$ cat src/rtl/pwm_seq_ctrl.sv
// pwm_seq_ctrl: sequencing/configuration controller for one PWM channel.
// Double-buffers host config, commits on period boundaries, soft-start ramp.
// Optional build macro: PWM_RAMP_DOWN_EN (STOP ramps duty down before disable).
module pwm_seq_ctrl #(
  parameter int W = 16
) (
  input  logic         clk_i,
  input  logic         rst_i,
  input  logic         cfg_valid_i,
  output logic         cfg_ready_o,
  input  logic [W-1:0] cfg_period_i,
  input  logic [W-1:0] cfg_duty_i,
  input  logic [W-1:0] cfg_step_i,
  input  logic         start_i,
  input  logic         stop_i,
  output logic         ch_en_o,
  output logic [W-1:0] ch_period_o,
  output logic [W-1:0] ch_dc_o,
  output logic         boundary_o,
  output logic [1:0]   state_o
);

  typedef enum logic [1:0] {
    IDLE = 2'd0,
    RAMP = 2'd1,
    RUN  = 2'd2,
    STOP = 2'd3
  } state_e;

  state_e       state_q, state_d;
  logic         en_q, en_d;
  logic [W-1:0] per_q, per_d;
  logic [W-1:0] dc_q, dc_d;
  logic         bnd_q, bnd_d;
  logic [W-1:0] cnt_q, cnt_d;
  logic [W-1:0] tgt_q, tgt_d;
  logic [W-1:0] step_q, step_d;
  logic         pend_q, pend_d;
  logic [W-1:0] stg_per_q, stg_per_d;
  logic [W-1:0] stg_duty_q, stg_duty_d;
  logic [W-1:0] stg_step_q, stg_step_d;

  logic         wrap;
  logic         accept;
  logic         commit;
  logic [W-1:0] eff_tgt;
  logic [W-1:0] eff_step;
  logic [W:0]   sum;
  logic         sum_reach;
  logic [W-1:0] ramp_val;
  logic [W-1:0] down_val;

  assign cfg_ready_o = !pend_q;
  assign ch_en_o     = en_q;
  assign ch_period_o = per_q;
  assign ch_dc_o     = dc_q;
  assign boundary_o  = bnd_q;
  assign state_o     = state_q;

  // Shared arithmetic: wrap detect, commit gating and ramp step values.
  // Values committed this cycle are used by ramp/start decisions made in the same cycle.
  always_comb begin
    wrap      = en_q && (cnt_q >= per_q);
    accept    = cfg_valid_i && !pend_q;
    commit    = pend_q && ((state_q == IDLE) || wrap);
    eff_tgt   = commit ? stg_duty_q : tgt_q;
    eff_step  = commit ? stg_step_q : step_q;
    sum       = {1'b0, dc_q} + {1'b0, eff_step};
    sum_reach = (sum >= {1'b0, eff_tgt});
    ramp_val  = sum_reach ? eff_tgt : sum[W-1:0];
    down_val  = (dc_q > eff_step) ? (dc_q - eff_step) : '0;
  end

  // Next-state: mirror counter, config handshake/commit and sequencing FSM.
  always_comb begin
    state_d    = state_q;
    en_d       = en_q;
    per_d      = per_q;
    dc_d       = dc_q;
    bnd_d      = 1'b0;
    cnt_d      = cnt_q;
    tgt_d      = tgt_q;
    step_d     = step_q;
    pend_d     = pend_q;
    stg_per_d  = stg_per_q;
    stg_duty_d = stg_duty_q;
    stg_step_d = stg_step_q;

    if (en_q) begin
      if (wrap) begin
        cnt_d = '0;
        bnd_d = 1'b1;
      end else begin
        cnt_d = cnt_q + W'(1);
      end
    end

    if (accept) begin
      stg_per_d  = cfg_period_i;
      stg_duty_d = cfg_duty_i;
      stg_step_d = cfg_step_i;
      pend_d     = 1'b1;
    end

    if (commit) begin
      per_d  = stg_per_q;
      tgt_d  = stg_duty_q;
      step_d = stg_step_q;
      pend_d = 1'b0;
    end

    case (state_q)
      IDLE: begin
        if (start_i && !stop_i) begin
          en_d = 1'b1;
          if (eff_step == '0) begin
            dc_d    = eff_tgt;
            state_d = RUN;
          end else begin
            dc_d    = '0;
            state_d = RAMP;
          end
        end
      end
      RAMP: begin
        if (stop_i) begin
          state_d = STOP;
        end else if (wrap) begin
          if ((eff_step == '0) || sum_reach) begin
            dc_d    = eff_tgt;
            state_d = RUN;
          end else begin
            dc_d = ramp_val;
          end
        end
      end
      RUN: begin
        if (stop_i) begin
          state_d = STOP;
        end else if (commit) begin
          if (stg_duty_q <= dc_q) begin
            dc_d = stg_duty_q;
          end else if (stg_step_q != '0) begin
            state_d = RAMP;
          end else begin
            dc_d = stg_duty_q;
          end
        end
      end
      STOP: begin
        if (wrap) begin
`ifdef PWM_RAMP_DOWN_EN
          if ((eff_step != '0) && (dc_q != '0)) begin
            dc_d = down_val;
          end else begin
            en_d    = 1'b0;
            dc_d    = '0;
            state_d = IDLE;
          end
`else
          en_d    = 1'b0;
          dc_d    = '0;
          state_d = IDLE;
`endif
        end
      end
      default: state_d = IDLE;
    endcase
  end

  // State registers with synchronous active-high reset.
  always_ff @(posedge clk_i) begin
    if (rst_i) begin
      state_q    <= IDLE;
      en_q       <= 1'b0;
      per_q      <= '0;
      dc_q       <= '0;
      bnd_q      <= 1'b0;
      cnt_q      <= '0;
      tgt_q      <= '0;
      step_q     <= '0;
      pend_q     <= 1'b0;
      stg_per_q  <= '0;
      stg_duty_q <= '0;
      stg_step_q <= '0;
    end else begin
      state_q    <= state_d;
      en_q       <= en_d;
      per_q      <= per_d;
      dc_q       <= dc_d;
      bnd_q      <= bnd_d;
      cnt_q      <= cnt_d;
      tgt_q      <= tgt_d;
      step_q     <= step_d;
      pend_q     <= pend_d;
      stg_per_q  <= stg_per_d;
      stg_duty_q <= stg_duty_d;
      stg_step_q <= stg_step_d;
    end
  end

endmodule

$ cat config.mk
export PLATFORM = sky130hd
export DESIGN_NAME = pwm_seq_ctrl
export DESIGN_NICKNAME = d
export VERILOG_FILES = /design/src/rtl/pwm_seq_ctrl.sv
export SDC_FILE = /design/constraint.sdc
export NUM_CORES = 1
export LEC_CHECK = 0
export ABC_AREA = 1
export CORE_MARGIN = 2
export CORE_UTILIZATION = 30
export DETAILED_ROUTE_END_ITERATION = 16
export SYNTH_ARGS = -nofsm -noshare
export SYNTH_HDL_FRONTEND = slang
export SYNTH_SLANG_ARGS = --single-unit
$ cat constraint.sdc
create_clock -name clk_i -period 14.6 [get_ports clk_i]
set_clock_uncertainty 0.15 [all_clocks]
set_input_delay 4.38 -clock clk_i [delete_from_list [all_inputs] [get_ports clk_i]]
set_output_delay 4.38 -clock clk_i [all_outputs]
set_load 0.01 [all_outputs]
==> impl_metrics.toml, run 1 <==
[run_status]
status = "finished clean"

[clocking]
clockBufferDepth = 2
cts_hold_buffers = 0
cts_buffers = 17
cts.repair.resized = 0
path_clk_slew_ns = 0.06
cts_tree = "built"
cts.sinks = 133
postCtsSetupRepairBufs = 0
cts_root_buf = "clkbuf_16"
clock_latency_ns = 0.43
h-tree-depth = 4

[die]
die_x_um = 164
dieArea_sq_um = 27000
boundaryPins = 90
rows = 58
start_util_pct = 30.6
die_y_um = 164
core_sq_um = 25200

[pwr]
total_power_mw = 2.04
peakVddDrop_uv = 141
power_density_nw_per_um2 = 215
p_leak_nw = 4.30

[detailed_routing]
route.met2.wl_um = 9950
firstDrtPassIters = 5
antenna_left = 0
wirelength_met1_um = 10400
routed_via_density = 4.80
routed_wl_um = 22000
drc = 0
routed.top_layer = "met4"
drtIter0Drc = 444
vias = 7261
avgRoutedWirePerCell_um = 14.6
dr_wl_met3_um = 1230

[setup_path]
endpoint_kind = "register"
cp.arrival_ns = 7.66
cpMostUsedCell = "nand2_1"
r2r_start = "cnt_q[0]"
crit_slowest_cell = "nor2_2"
start_kind = "register"
cp-startpoint = "cnt_q[0]"
path_class = "register to register"
cp.required_ns = 14.77
r2r_cells = 40
cp_max_fo = 41
r2r-end = "ch_dc_o[6]"
r2r_setup_slack_ns = 7.11
max_stage_delay_ns = 0.59

[grt]
grt_pass1_vias = 6817
grt-ovfl-total = 0
grt_pass1_wl_um = 35400
antenna_found_initial = 0
grt_max_degree = 67
grt_usage_pct = 16.7

[sta]
fin_crit_sh_pct = 51.3
clock.fmax_mhz = 133
hold-worst-slack_ns = 0.330
setup-violations-final = 0
slew_viol_final = 0
tightest_slew_ns = 1.09
relSlewSlack_pct = 27.4
finalHoldViolations = 0
rsz0062_at_grt = "false"
setup_slack_ns = 7.11
setup_tns_ns = 0
layout_min_cycle_time_ns = 7.49

[synthesis]
synth-edff-count = 0
yosysSeqAreaShare_pct = 34.6
syn-num-nets = 1219
yosys.cell_types.count = 45
synth.avg_cell_area_sq_um = 7.00
synth-seq-cells = 133
synth-main-ff-cell = "dfxtp_1"
synth_area_sq_um = 7700
synth-async-reset-ratio_pct = 0
ys_warn_count = 0
syn_inst = 1100

[placement]
place_hpwl_um = 16100
gp_congestion = 0.876
dp.cells = 1480
pre_cts_ws_ns = 7.10
place_area_sq_um = 8840
port_buffers = 89

[hold_path]
hold_end = "stg_per_q[2]"
worstHoldPathType = "register to register"
min_delay_path_depth = 2
hold_path_startpoint = "stg_per_q[2]"

[finish]
instances_no_fill = 1512
drive_gt1_share_pct = 7.53
syn_to_final_growth_pct = 22.9
num-nets-final = 1288
final_area_sq_um = 9460
diodes = 0
fin_util_pct = 37.6

[flow_run]
maxCapViolations = 0
==> power by group <==
| group | switching [mW] | leakage, nW | internal, mW |
|---|---|---|---|
| registers | 0.0784 | 1.09 | 0.436 |
| logic | 0.678 | 2.91 | 0.396 |
| clock network | 0.174 | 0.299 | 0.273 |
| total | 0.931 | 4.30 | 1.10 |
==> synthesized netlist by cell type (all sizes together) (3+ instances only) <==
cell       n  area [sq um]
nor3      13          65.1
ha        65           813
o21bai     5          37.5
nand2    188           726
a2111oi    3          26.3
a211oi     5          37.5
a21oi    103           553
nand4     10          62.6
inv      140           526
xor2      14           123
xnor2      4          35.0
nand3     60           305
o21ai    124           658
or2       17           106
nor2     146           558
clkbuf    36           136
buf       11          86.3
nand3b     3          22.5
dfxtp    133          2660
nor4       5          31.3
==> worst max-delay path: cells and delay by family, from the launching register on <==
family	cells	cell delay [ns]
AOI/OAI and AO/OA	5	1.11
xor gates and xnor gates	1	0.24
adders and majority gates	3	0.82
buffers and inverters	4	0.69
DFF	1	0.39
and+or+nand+nor	27	3.95
==> worst max path at each step <==
stage	to	cells after the start	slack [ns]
final	ch_dc_o[6]	40	7.11
after global routing	ch_dc_o[6]	40	6.19
after floorplan	ch_dc_o[6]	9	8.89
after global placement	ch_dc_o[6]	40	7.26
after CTS	ch_dc_o[6]	40	7.10
after detailed placement	ch_dc_o[6]	40	7.10
==> area by class of cell <==
class                      instances  area [sq um]
sequential                       133          2660
multi-input combinational        780          4290
tap                              330           413
inverter                         140           526
fill                            2646         15700
clock buffer                      21           480
clock inverter                    11           139
timing repair buffer              97           951
==> sequential cells by signal, indices dropped and copies added (netlist names) <==
name / count
ch_dc_o: 16
ch_period_o: 16
cnt_q: 16
step_q: 16
stg_duty_q: 16
stg_per_q: 16
stg_step_q: 16
tgt_q: 16
state_o: 2
boundary_o: 1
ch_en_o: 1
pend_q: 1
==> layer usage <==
| layer | vias to the layer above | GRT usage (%) |
|---|---|---|
| met5 | - | 0 |
| met4 | 0 | 5.14 |
| met3 | 33 | 3.08 |
| met2 | 193 | 27.4 |
| met1 | 3296 | 22.2 |
| li1 | 3739 | - |
==> cell usage in the layout, fill, tap and decap left out, types with 3 or more instances in the layout <==
cell,count
a2111oi_0,3
a211oi_1,5
a21oi_1,93
a21oi_2,10
buf_4,8
clkbuf_16,17
clkbuf_8,4
clkdlybuf4s50_1,89
clkinv_4,3
dfxtp_1,133
ha_1,65
inv_1,138
inv_6,3
nand2_1,181
nand2_2,6
nand3_1,59
nand3b_1,3
nand4_1,10
nor2_1,144
nor3_1,13
nor4_1,5
o21ai_0,107
o21ai_1,7
o21ai_2,10
o21bai_1,5
or2_2,17
xnor2_1,4
xor2_1,14
==> cells by family (layout without fill, tap and decap cells) <==
group	Yosys count	in the layout	share of synthesized area (%)
DFF	133	133	34.6
adders and majority gates	66	66	10.8
AOI/OAI and AO/OA	252	252	18.3
buffers and inverters	187	269	9.72
and+or+nand+nor	444	444	24.5
xor gates and xnor gates	18	18	2.05
(Power assumes the default switching activity.)
==> run 2, diff against run 1 <==
==> constraint.sdc (replaced) <==
create_clock -name clk_i -period 6.4 [get_ports clk_i]
set_clock_uncertainty 0.15 [all_clocks]
set_input_delay 1.92 -clock clk_i [delete_from_list [all_inputs] [get_ports clk_i]]
set_output_delay 1.92 -clock clk_i [all_outputs]
set_load 0.01 [all_outputs]
==> run 2 against run 1 <==
Global-route usage is essentially flat. Non-clock buffer count grew 4. Clock power increased by 120%. Sequential cell count is the same. Largest cell class unchanged. Via count grew 0.43%. Total power is 130% higher. Register-to-register slack worse by 6.5 ns. Worst hold slack got worse by 0.0046 ns.
==> impl_metrics.toml, run 2 (synthesized netlist as in run 1, its figures left out) <==
[detailed_routing]
vias = 7292
routed_wl_um = 22200
firstDrtPassIters = 4
avgRoutedWirePerCell_um = 14.7
antenna_left = 0
routed_via_density = 4.82
drc = 0
drtIter0Drc = 462

[flow_run]
maxCapViolations = 0

[sta]
setup-violations-final = 0
rsz0062_at_grt = "false"
clock.fmax_mhz = 172
finalHoldViolations = 0
tightest_slew_ns = 1.12
layout_min_cycle_time_ns = 5.81
relSlewSlack_pct = 25.5
slew_viol_final = 0
fin_crit_sh_pct = 90.8
setup_tns_ns = 0

[setup_path]
max_stage_delay_ns = 0.40
cp.arrival_ns = 5.98
endpoint_kind = "register"
r2r_cells = 41
start_kind = "register"
r2r_start = "ch_period_o[3]"
cp.required_ns = 6.57
cp_max_fo = 22
path_class = "register to register"
path_buf_inv = 5
r2r-end = "ch_dc_o[1]"
crit_slowest_cell = "fa_1"
cpMostUsedCell = "nand2_1"
r2r_setup_slack_ns = 0.59
cp_top_family = "simple AND/OR/NAND/NOR gates"

[clocking]
cts_buffers = 17
cts.sinks = 133
cts_tree = "built"
clock_latency_ns = 0.42
cts_hold_buffers = 0
cts_root_buf = "clkbuf_16"
path_clk_slew_ns = 0.06
h-tree-depth = 4
clockBufferDepth = 2

[die]
core_sq_um = 25200
boundaryPins = 90
start_util_pct = 30.6
dieArea_sq_um = 27000
die_x_um = 164
die_y_um = 164
rows = 58

[finish]
final_area_sq_um = 9470
num-nets-final = 1292
layout_common_cells = "nand2_1, nor2_1, inv_1"
instances_no_fill = 1513
n_fill_cell = 2598
diodes = 0
fin_util_pct = 37.6
final_common_cell = "nand2_1"
syn_to_final_growth_pct = 23.0
drive_gt1_share_pct = 7.44

[grt]
antenna_found_initial = 0
grt_pass1_vias = 7010
grt_usage_pct = 16.7
grt-ovfl-total = 0
grt_pass1_wl_um = 35400
grt_max_degree = 67

[hold_path]
hold_end = "stg_per_q[7]"
min_delay_path_depth = 2
worstHoldPathType = "register to register"
hold_path_startpoint = "stg_per_q[7]"

[placement]
port_buffers = 89
dp.cells = 1483
place_hpwl_um = 16100
place_area_sq_um = 8870
gp_congestion = 0.886

[run_status]
status = "finished clean"

[pwr]
peakVddDrop_uv = 300
p_leak_nw = 4.31
power_density_nw_per_um2 = 499
==> run 2: cell count changes in the layout (fill, tap and decap cells not counted), sizes merged <==
cell | before | now
buf | 8 | 12
clkinvlp | 2 | 1
bufinv | 2 | 3
clkbuf | 21 | 20
clkinv | 3 | 4
inv | 144 | 141
==> run 2: what timing repair did <==
| item | in CTS | in global routing |
|---|---|---|
| buffers inserted | 0 | 1 |
| endpoints found under the setup margin | 0 | 16 |
| endpoints found under the hold margin | 0 | 0 |
| resized for setup | 0 | 2 |
==> run 2: cell type report <==
type	instances	area (sq um)	area share, %
Tap cell	330	413	4.36
Sequential cell	133	2660	28.1
Inverter	140	526	5.55
Timing Repair Buffer	101	993	10.5
Clock inverter	9	130	1.37
Multi-Input combinational cell	780	4300	45.4
Clock buffer	20	447	4.72
==> run 2: per-stage QoR <==
stage	setup slack, ns	hold WS, ns	power, mW
after CTS	0.340	0.333	4.66
after global routing	0.00317	0.349	5.14
after floorplan	1.10	0.298	2.91
after detailed placement	0.375	0.319	3.64
after global placement	0.442	0.310	3.60
final	0.589	0.325	4.72
==> run 2: worst max path at each step <==
stage	start	to	slack, ns	cells after the start
finish	ch_period_o[3]	ch_dc_o[1]	0.59	41
global route	ch_period_o[3]	ch_dc_o[1]	0.003	41
CTS	ch_period_o[3]	ch_dc_o[10]	0.34	40
detailed placement	ch_period_o[3]	ch_dc_o[10]	0.37	40
global placement	ch_period_o[3]	ch_dc_o[15]	0.44	40
floorplan	ch_period_o[11]	ch_dc_o[10]	1.10	37
==> run 2: metal layers <==
metal | wire (um) | track usage, % | vias to the layer above
li1 | - | - | 3755
met1 | 10500 | 21.5 | 3363
met2 | 10300 | 28.4 | 143
met3 | 1000 | 3.06 | 31
met4 | 371 | 4.98 | 0
met5 | 0 | 0 | -
==> run 2: worst reg2reg max path: cells and delay by family (launching register included) <==
| family | cells | cell delay (ns) |
|---|---|---|
| simple gates | 26 | 2.51 |
| compound gates | 5 | 0.87 |
| fa+ha+maj | 4 | 1.22 |
| buf+inv | 5 | 0.39 |
| flops | 1 | 0.33 |
| xor+xnor | 1 | 0.21 |
==> run 2: power by group <==
| part | internal, mW | switching [mW] |
|---|---|---|
| registers | 0.995 | 0.174 |
| logic | 0.988 | 1.58 |
| clock network | 0.616 | 0.376 |
==> run 3, diff against run 2 <==
==> constraint.sdc (replaced) <==
create_clock -name clk_i -period 7.5 [get_ports clk_i]
set_clock_uncertainty 0.15 [all_clocks]
set_input_delay 2.25 -clock clk_i [delete_from_list [all_inputs] [get_ports clk_i]]
set_output_delay 2.25 -clock clk_i [all_outputs]
set_load 0.01 [all_outputs]
==> run 3 against run 2 <==
Maximum frequency decreased by 11%. Clock-buffer cell count decreased by 2. Routed wire length decreased by 0.17%. Core utilization decreased by 0.32 points.
==> impl_metrics.toml, run 3 (synthesized netlist as in run 1, its figures left out) <==
[sta]
relSlewSlack_pct = 22.7
hold-worst-slack_ns = 0.327
rsz0062_at_grt = "false"
fin_crit_sh_pct = 86.9
setup_tns_ns = 0
layout_min_cycle_time_ns = 6.52
setup_slack_ns = 0.981
tightest_slew_ns = 1.16
finalHoldViolations = 0
setup-violations-final = 0
clock.fmax_mhz = 153
slew_viol_final = 0

[clocking]
cts.sinks = 133
clock_latency_ns = 0.44
cts_buffers = 17
postCtsSetupRepairBufs = 0
path_clk_slew_ns = 0.06
cts_tree = "built"
cts.repair.resized = 0
clockBufferDepth = 2
cts_hold_buffers = 0
h-tree-depth = 4
cts_root_buf = "clkbuf_16"

[setup_path]
start_kind = "register"
cp_max_fo = 28
cp-endpoint = "ch_dc_o[0]"
r2r_start = "ch_period_o[3]"
r2r_setup_slack_ns = 0.98
path_class = "register to register"
crit_slowest_cell = "nor2_2"
cpMostUsedCell = "nand2_1"
r2r_cells = 39
cp.arrival_ns = 6.68
endpoint_kind = "register"
max_stage_delay_ns = 0.56
r2r-end = "ch_dc_o[0]"
cp-startpoint = "ch_period_o[3]"
cp.required_ns = 7.66

[grt]
grt_max_degree = 67
grt_usage_pct = 16.8
grt_pass1_wl_um = 35600
grt_pass1_vias = 6925
antenna_found_initial = 1
grt-ovfl-total = 0

[placement]
place_area_sq_um = 8850
gp_congestion = 0.869
pre_cts_ws_ns = 1.01
port_buffers = 89
place_hpwl_um = 16200

[detailed_routing]
avgRoutedWirePerCell_um = 14.6
firstDrtPassIters = 5
routed_wl_um = 22200
drc = 0
drtIter0Drc = 447
routed_via_density = 4.81
antenna_left = 0
vias = 7282

[flow_run]
maxCapViolations = 0

[finish]
layout_common_cells = "nand2_1, nor2_1, inv_1"
num-nets-final = 1289
syn_to_final_growth_pct = 21.9
final_common_cell = "nand2_1"
final_area_sq_um = 9390
drive_gt1_share_pct = 7.52
n_fill_cell = 2625

[die]
rows = 58
boundaryPins = 90
die_y_um = 164
start_util_pct = 30.6
die_x_um = 164
dieArea_sq_um = 27000
core_sq_um = 25200

[hold_path]
worstHoldPathType = "register to register"

[pwr]
power_density_nw_per_um2 = 413
p_leak_nw = 4.25
peakVddDrop_uv = 200

[run_status]
status = "finished clean"
-- run 3: routing by layer --
| layer | global-route usage, % | up-vias | part of all wire, % |
|---|---|---|---|
| met5 | 0 | - | 0 |
| met4 | 6.26 | 0 | 2.0 |
| met3 | 4.04 | 27 | 5.4 |
| li1 | - | 3743 | - |
| met1 | 21.8 | 3347 | 47 |
| met2 | 26.9 | 165 | 46 |
-- run 3: cell type report --
class	count	area [sq um]	share of cell area [%]
inverter	140	526	5.60
timing repair buffer	98	958	10.2
antenna	1	2.50	0.0267
clock inverter	14	105	1.12
clock buffer	18	429	4.57
tap	330	413	4.40
sequential	133	2660	28.4
multi-input combinational	780	4290	45.7
-- run 3: worst min path at each step --
stage	depth (start not counted)	from	slack, ns	to
6_report	2	ch_period_o[15]	0.33	ch_period_o[15]
5_1_grt	2	stg_per_q[8]	0.35	stg_per_q[8]
4_1_cts	2	ch_period_o[15]	0.33	ch_period_o[15]
3_5_place_dp	2	stg_per_q[6]	0.32	stg_per_q[6]
3_3_place_gp	2	stg_per_q[6]	0.31	stg_per_q[6]
2_1_floorplan	2	cnt_q[15]	0.30	cnt_q[15]
-- run 3: critical path, delay by kind of cell, from the launching register on --
kind,cells,cell delay [ns]
fa+ha+maj,3,0.85
xor+xnor,1,0.27
compound gates,5,1.06
simple gates,27,3.52
flops,1,0.32
buf+inv,3,0.24
-- run 3: metrics by stage --
stage               std cells  power, mW  util (%)
global placement         1481       3.06      35.2
global route             1513       4.24      37.3
floorplan                1100       2.48         -
CTS                      1513       3.89      37.3
detailed placement       1481       3.10      35.2
finish                   1514       3.87      37.3
-- run 3: power by group --
group	total (mW)	internal, mW	switching, mW
clock	0.772	0.424	0.348
sequential	0.998	0.848	0.150
combinational	2.10	0.777	1.33
